==> config.mk <==
export PLATFORM = sky130hd
export DESIGN_NAME = batalha_game_ctrl
export DESIGN_NICKNAME = d
export VERILOG_FILES = /design/src/rtl/batalha_game_ctrl.sv
export SDC_FILE = /design/constraint.sdc
export NUM_CORES = 1
export LEC_CHECK = 0
export BUFFER_PORTS_ARGS = -buffer_cell sky130_fd_sc_hd__buf_2
export CORE_MARGIN = 10
export CORE_UTILIZATION = 51
export DETAILED_ROUTE_END_ITERATION = 10
export PLACE_DENSITY = 0.87
export RECOVER_POWER = 100
export SLEW_MARGIN = 10
export SYNTH_ARGS = -nofsm -noshare
export SYNTH_HDL_FRONTEND = slang
export SYNTH_SLANG_ARGS = --single-unit
==> constraint.sdc <==
create_clock -name clk -period 1.9 [get_ports clk]
set_input_delay 0.285 -clock clk [delete_from_list [all_inputs] [get_ports clk]]
set_output_delay 0.285 -clock clk [all_outputs]
set_load 0.01 [all_outputs]
==> src/rtl/batalha_game_ctrl.sv <==
// rtl/batalha_game_ctrl.sv - naval-battle game-phase sequencer with debounced confirm button
//
// Phases: IDLE -> POSITION -> ATTACK <-> CHECK/EVAL -> WIN (or LOSE) -> IDLE.
// Optional feature macro: SHOT_LIMIT_EN (enables the MAX_SHOTS budget and the LOSE state).
//
// Ports:
//   clk, clr            clock, synchronous active-low reset
//   btn_confirm         raw asynchronous confirm button (active-high)
//   coord               {row[2:0], col[2:0]}, valid when row<=6 and col<=4
//   pos_cell, at_cell   position / attack matrix bits at coord
//   pos_load, mat_clr   one-cycle strobes to the matrix registers
//   at_wr, at_row,      one-cycle attack-cell write and its registered address/data
//   at_col, at_hit
//   status_code         7-segment status digit
//   disp_sel            LED-matrix source (0 position, 1 attack)
//   shots, hits         saturating game counters
//   game_over, win      end-of-game flags
module batalha_game_ctrl #(
  parameter int DEB_CYCLES = 1000000,
  parameter int SHIP_CELLS = 6,
  parameter int MAX_SHOTS  = 20
) (
  input  logic       clk,
  input  logic       clr,
  input  logic       btn_confirm,
  input  logic [5:0] coord,
  input  logic       pos_cell,
  input  logic       at_cell,
  output logic       pos_load,
  output logic       mat_clr,
  output logic       at_wr,
  output logic [2:0] at_row,
  output logic [2:0] at_col,
  output logic       at_hit,
  output logic [3:0] status_code,
  output logic       disp_sel,
  output logic [4:0] shots,
  output logic [3:0] hits,
  output logic       game_over,
  output logic       win
);

  localparam int          CW       = (DEB_CYCLES > 1) ? $clog2(DEB_CYCLES) : 1;
  localparam logic [CW-1:0] DEB_LAST = CW'(DEB_CYCLES - 1);
  localparam logic [3:0]  SHIP_L   = 4'(SHIP_CELLS);

  typedef enum logic [2:0] {
    S_IDLE, S_POSITION, S_ATTACK, S_CHECK, S_EVAL, S_WIN, S_LOSE
  } state_t;

  // ---------------- button conditioning ----------------
  logic          sync1_q, sync2_q, deb_q, press_q;
  logic [CW-1:0] cnt_q;

  // The counter only runs while the synchronized level differs from the
  // accepted one; any return to the accepted level restarts it.
  always_ff @(posedge clk) begin
    if (!clr) begin
      sync1_q <= 1'b0;
      sync2_q <= 1'b0;
      deb_q   <= 1'b0;
      press_q <= 1'b0;
      cnt_q   <= '0;
    end else begin
      sync1_q <= btn_confirm;
      sync2_q <= sync1_q;
      press_q <= 1'b0;
      if (sync2_q != deb_q) begin
        if (cnt_q == DEB_LAST) begin
          deb_q   <= sync2_q;
          press_q <= sync2_q;
          cnt_q   <= '0;
        end else begin
          cnt_q <= cnt_q + CW'(1);
        end
      end else begin
        cnt_q <= '0;
      end
    end
  end

  // ---------------- game FSM ----------------
  state_t     state_q, state_d;
  logic [3:0] status_q, status_d;
  logic [4:0] shots_q, shots_d;
  logic [3:0] hits_q, hits_d;
  logic       mat_clr_q, mat_clr_d, pos_load_q, pos_load_d, at_wr_q, at_wr_d;
  logic [2:0] at_row_q, at_row_d, at_col_q, at_col_d;
  logic       at_hit_q, at_hit_d;
  logic [2:0] lat_row_q, lat_row_d, lat_col_q, lat_col_d;
  logic       lat_hit_q, lat_hit_d;
  logic       coord_ok;

  assign coord_ok = (coord[5:3] <= 3'd6) && (coord[2:0] <= 3'd4);

  always_ff @(posedge clk) begin
    if (!clr) begin
      state_q    <= S_IDLE;
      status_q   <= 4'd0;
      shots_q    <= 5'd0;
      hits_q     <= 4'd0;
      mat_clr_q  <= 1'b0;
      pos_load_q <= 1'b0;
      at_wr_q    <= 1'b0;
      at_row_q   <= 3'd0;
      at_col_q   <= 3'd0;
      at_hit_q   <= 1'b0;
      lat_row_q  <= 3'd0;
      lat_col_q  <= 3'd0;
      lat_hit_q  <= 1'b0;
    end else begin
      state_q    <= state_d;
      status_q   <= status_d;
      shots_q    <= shots_d;
      hits_q     <= hits_d;
      mat_clr_q  <= mat_clr_d;
      pos_load_q <= pos_load_d;
      at_wr_q    <= at_wr_d;
      at_row_q   <= at_row_d;
      at_col_q   <= at_col_d;
      at_hit_q   <= at_hit_d;
      lat_row_q  <= lat_row_d;
      lat_col_q  <= lat_col_d;
      lat_hit_q  <= lat_hit_d;
    end
  end

  always_comb begin
    state_d    = state_q;
    status_d   = status_q;
    shots_d    = shots_q;
    hits_d     = hits_q;
    mat_clr_d  = 1'b0;
    pos_load_d = 1'b0;
    at_wr_d    = 1'b0;
    at_row_d   = at_row_q;
    at_col_d   = at_col_q;
    at_hit_d   = at_hit_q;
    lat_row_d  = lat_row_q;
    lat_col_d  = lat_col_q;
    lat_hit_d  = lat_hit_q;
    unique case (state_q)
      S_IDLE: if (press_q) begin
        mat_clr_d = 1'b1;
        shots_d   = 5'd0;
        hits_d    = 4'd0;
        status_d  = 4'd1;
        state_d   = S_POSITION;
      end
      S_POSITION: if (press_q) begin
        pos_load_d = 1'b1;
        status_d   = 4'd2;
        state_d    = S_ATTACK;
      end
      S_ATTACK: if (press_q) begin
        if (!coord_ok) begin
          status_d = 4'd6;
        end else if (at_cell) begin
          status_d = 4'd5;
        end else begin
          lat_row_d = coord[5:3];
          lat_col_d = coord[2:0];
          lat_hit_d = pos_cell;
          state_d   = S_CHECK;
        end
      end
      S_CHECK: begin
        at_wr_d  = 1'b1;
        at_row_d = lat_row_q;
        at_col_d = lat_col_q;
        at_hit_d = lat_hit_q;
        if (shots_q != 5'd31) shots_d = shots_q + 5'd1;
        if (lat_hit_q && (hits_q < SHIP_L)) hits_d = hits_q + 4'd1;
        status_d = lat_hit_q ? 4'd3 : 4'd4;
        state_d  = S_EVAL;
      end
      // Counters already hold the result of the shot; a win is tested first
      // so a winning final shot beats the exhausted budget.
      S_EVAL: begin
        if (hits_q == SHIP_L) begin
          state_d  = S_WIN;
          status_d = 4'd7;
`ifdef SHOT_LIMIT_EN
        end else if (shots_q == 5'(MAX_SHOTS)) begin
          state_d  = S_LOSE;
          status_d = 4'd8;
`endif
        end else begin
          state_d = S_ATTACK;
        end
      end
      S_WIN, S_LOSE: if (press_q) begin
        status_d = 4'd0;
        state_d  = S_IDLE;
      end
      default: begin
        state_d  = S_IDLE;
        status_d = 4'd0;
      end
    endcase
  end

  assign pos_load    = pos_load_q;
  assign mat_clr     = mat_clr_q;
  assign at_wr       = at_wr_q;
  assign at_row      = at_row_q;
  assign at_col      = at_col_q;
  assign at_hit      = at_hit_q;
  assign status_code = status_q;
  assign disp_sel    = (state_q != S_IDLE) && (state_q != S_POSITION);
  assign shots       = shots_q;
  assign hits        = hits_q;
  assign game_over   = (state_q == S_WIN) || (state_q == S_LOSE);
  assign win         = (state_q == S_WIN);

endmodule
==> flow_summary.json <==
{
  "core_mm2": 0.00472,
  "synth_area_per_cell_um2": 8.47,
  "clk_path_buf_depth": 2,
  "final_cells": 411,
  "post-route-period-util_pct": 96.0,
  "drt_first_pass_iters": 4,
  "pin_count": 37,
  "p_total_w": 0.00192,
  "cp_num_buf_inv": 0,
  "worstReg2RegEnd": "cnt_q[18]$_SDFF_PP0_",
  "grt_pass1_vias": 2144,
  "cts_sinks": 56,
  "critPathMaxFanout": 6,
  "antenna_found_initial": 0,
  "hp-start": "btn_confirm",
  "worst_r2r_path_depth": 4,
  "gp_congestion": 0.898,
  "ys_warn_count": 0,
  "grt_max_degree": 18,
  "dr.first_iter.drc_count": 152,
  "status": "finished, final reports clean",
  "rrSetupSlack_ns": 0.08,
  "antennaDiodeCount": 0,
  "holdPathStages": 2,
  "leakagePower_nw": 1.10,
  "worst_slew_pin_slew_ns": 0.655,
  "rows": 25,
  "die_w_um": 89.9,
  "ant_nets": 0,
  "crit_arrival_ns": 2.07,
  "synth_area_mm2": 0.00249,
  "synth_nets": 310,
  "path_cells": "nand2_2, or4_4, or4_1, a21oi_1",
  "cts_tree": "yes",
  "hpwl_um": 4240,
  "async_reset_ff_share_pct": 0,
  "fillers": 395,
  "ys_types": 47,
  "relSlewSlack_pct": 56.3,
  "final_max_slew_viol_count": 0,
  "place_inst": 400,
  "critPathCaptureType": "register",
  "fin_crit_ns": 1.82,
  "final_common_cell": "dfxtp_1",
  "most-common-layout-cells": "dfxtp_1 (54), nor2_1 (32), nand2_1 (30), a21oi_1 (30), buf_4 (21)",
  "drc": 0,
  "fmax_mhz": 549,
  "die_area_mm2": 0.00808,
  "netlist_instances": 294,
  "ys.flop_type": "dfxtp_1",
  "powerDensity_mw_per_mm2": 655,
  "initial_core_util_pct": 52.7,
  "nets": 359,
  "grtUsageTotal_pct": 13.9,
  "synth-seq-cells": 56,
  "path_delay_family": "simple AND/OR/NAND/NOR gates",
  "critical_path_class": "reg2reg",
  "hold_viol": 0,
  "max_stage_delay_ns": 0.56,
  "viasPerCell": 5.45,
  "crit_path_top_delay_cell": "or4_4",
  "multi_input_area_mm2": 0.00128,
  "routed_wl_um": 5870,
  "finalSetupViolCount": 0,
  "wl_per_cell_um": 14.3,
  "grt_pass1_wl_um": 9630,
  "finalClockSkew_ns": 0.0122,
  "ir_drop_v": 0.000388,
  "cp-start-kind": "register",
  "worstHoldEndpoint": "sync1_q$_SDFF_PN0_",
  "io_buffers": 35,
  "clkLatencyLatePin_ns": 0.31,
  "max-cap-violations": 0,
  "die_h_um": 89.9,
  "drive_gt1_share_pct": 16.3,
  "root_buffer": "clkbuf_8",
  "cts_made_buffers": 5,
  "cp.required_ns": 2.14,
  "regArea_mm2": 0.00113,
  "clkTransAtPathRegs_ns": 0.10,
  "htreeDepth": 2,
  "vias": 2238,
  "syn_to_final_growth_pct": 17.9,
  "synth_edf_count": 0,
  "rr_startpoint": "cnt_q[8]$_SDFF_PP0_",
  "yosysSeqAreaShare_pct": 45.0,
  "globalRoute.totalOverflow": 0,
  "hp-class": "in2reg"
}
## worst reg2reg max path, cell delays in order (launching register included)
cell and delay, ns:
dfxtp_1 0.45, nand2_2 0.12, or4_4 0.57, or4_1 0.48, a21oi_1 0.14
## power breakdown
group | internal (W) | switching [W]
logic | 0.0000290 | 0.0000494
clock network | 0.000298 | 0.000366
registers | 0.00118 | 0.00000586
total | 0.00150 | 0.000421
## area by class of cell
| class | instances | share of cell area, % |
|---|---|---|
| clock buffer | 8 | 3.07 |
| timing repair buffer | 57 | 10.7 |
| inverter | 11 | 1.41 |
| multi-input combinational | 212 | 43.6 |
| tap | 67 | 2.85 |
| sequential | 56 | 38.3 |
## repair_timing
action / 4_1_cts / 5_1_grt
endpoints found under the setup margin: 1 / 22
pin swaps: 0 / 5
buffers inserted: 0 / 3
hold buffers: 0 / 0
gates resized for setup: 1 / 6
## sequential cells by signal (all words and copies together), names as in the netlist, 3 cells and up
register / cells
at_row: 3
shots: 5
lat_row_q: 3
at_col: 3
status_code: 3
cnt_q: 20
state_q: 3
lat_col_q: 3
hits: 4
## cells in the mapped netlist, types with 2 or more instances
cell type,instances,area share [%]
nor3b_1,2,0.60
o21a_1,2,0.60
xnor2_1,7,2.5
o31ai_1,3,0.90
buf_2,2,0.40
nor2_1,32,4.8
and2_1,5,1.3
or3_1,9,2.3
xor2_1,8,2.8
nor4_1,3,0.75
or4_1,5,1.5
clkbuf_1,11,1.7
dfxtp_1,56,45
nor4bb_1,2,0.80
nor4b_1,2,0.70
ha_1,5,2.5
nand4_1,6,1.5
a21oi_1,30,6.0
nand2b_1,4,1.0
inv_1,10,1.5
nand3b_1,4,1.2
and3_1,4,1.0
nand2_1,30,4.5
nand3_1,12,2.4
mux2i_1,8,3.2
o21ai_0,10,2.0
o211ai_1,2,0.60
## logic make-up (layout without fill, tap and decap cells)
| kind of cell | count (synthesis) | in the layout | share of synthesized area [%] |
|---|---|---|---|
| AOI/OAI and AO/OA | 55 | 55 | 12.8 |
| xor gates and xnor gates | 15 | 15 | 5.27 |
| and+or+nand+nor | 128 | 128 | 26.9 |
| muxes | 8 | 8 | 3.21 |
| DFF | 56 | 56 | 45.0 |
| adders and majority gates | 5 | 5 | 2.51 |
| other | 1 | 1 | 0.151 |
| buffers and inverters | 26 | 76 | 4.17 |
## metal layers
layer	GRT usage [%]	up-vias	wire (um)	share of wire, %
met2	24.2	52	2930	50
met5	0	-	0	0
li1	-	1122	-	-
met3	4.66	10	332	5.7
met4	5.70	0	104	1.8
met1	15.2	1054	2500	43
## worst max path at each step
stage / from / to / slack (ns) / cells past startpoint
floorplan: cnt_q[0]$_SDFF_PP0_ / cnt_q[18]$_SDFF_PP0_ / 0.03 / 6
global placement: cnt_q[0]$_SDFF_PP0_ / cnt_q[18]$_SDFF_PP0_ / 0.06 / 5
detailed placement: cnt_q[0]$_SDFF_PP0_ / cnt_q[18]$_SDFF_PP0_ / -0.0009 / 5
CTS: cnt_q[0]$_SDFF_PP0_ / cnt_q[18]$_SDFF_PP0_ / 0.04 / 5
global route: shots[1]$_SDFFE_PN0P_ / shots[3]$_SDFFE_PN0P_ / -0.03 / 8
finish: cnt_q[8]$_SDFF_PP0_ / cnt_q[18]$_SDFF_PP0_ / 0.08 / 4
## through the flow
stage | worst slack (ns) | instance area (um^2) | util (%) | hold WS, ns | setup TNS, ns
after floorplan | 0.0328 | 2490 | - | 0.412 | 0
after global placement | 0.0637 | 2830 | 59.9 | 0.420 | 0
after detailed placement | -0.000905 | 2830 | 59.9 | 0.420 | -0.000905
after CTS | 0.0367 | 2920 | 61.9 | 0.174 | 0
after global routing | -0.0289 | 2940 | 62.2 | 0.173 | -0.0289
final | 0.0769 | 2940 | 62.2 | 0.173 | 0
Power figures use the tool's default switching activity.
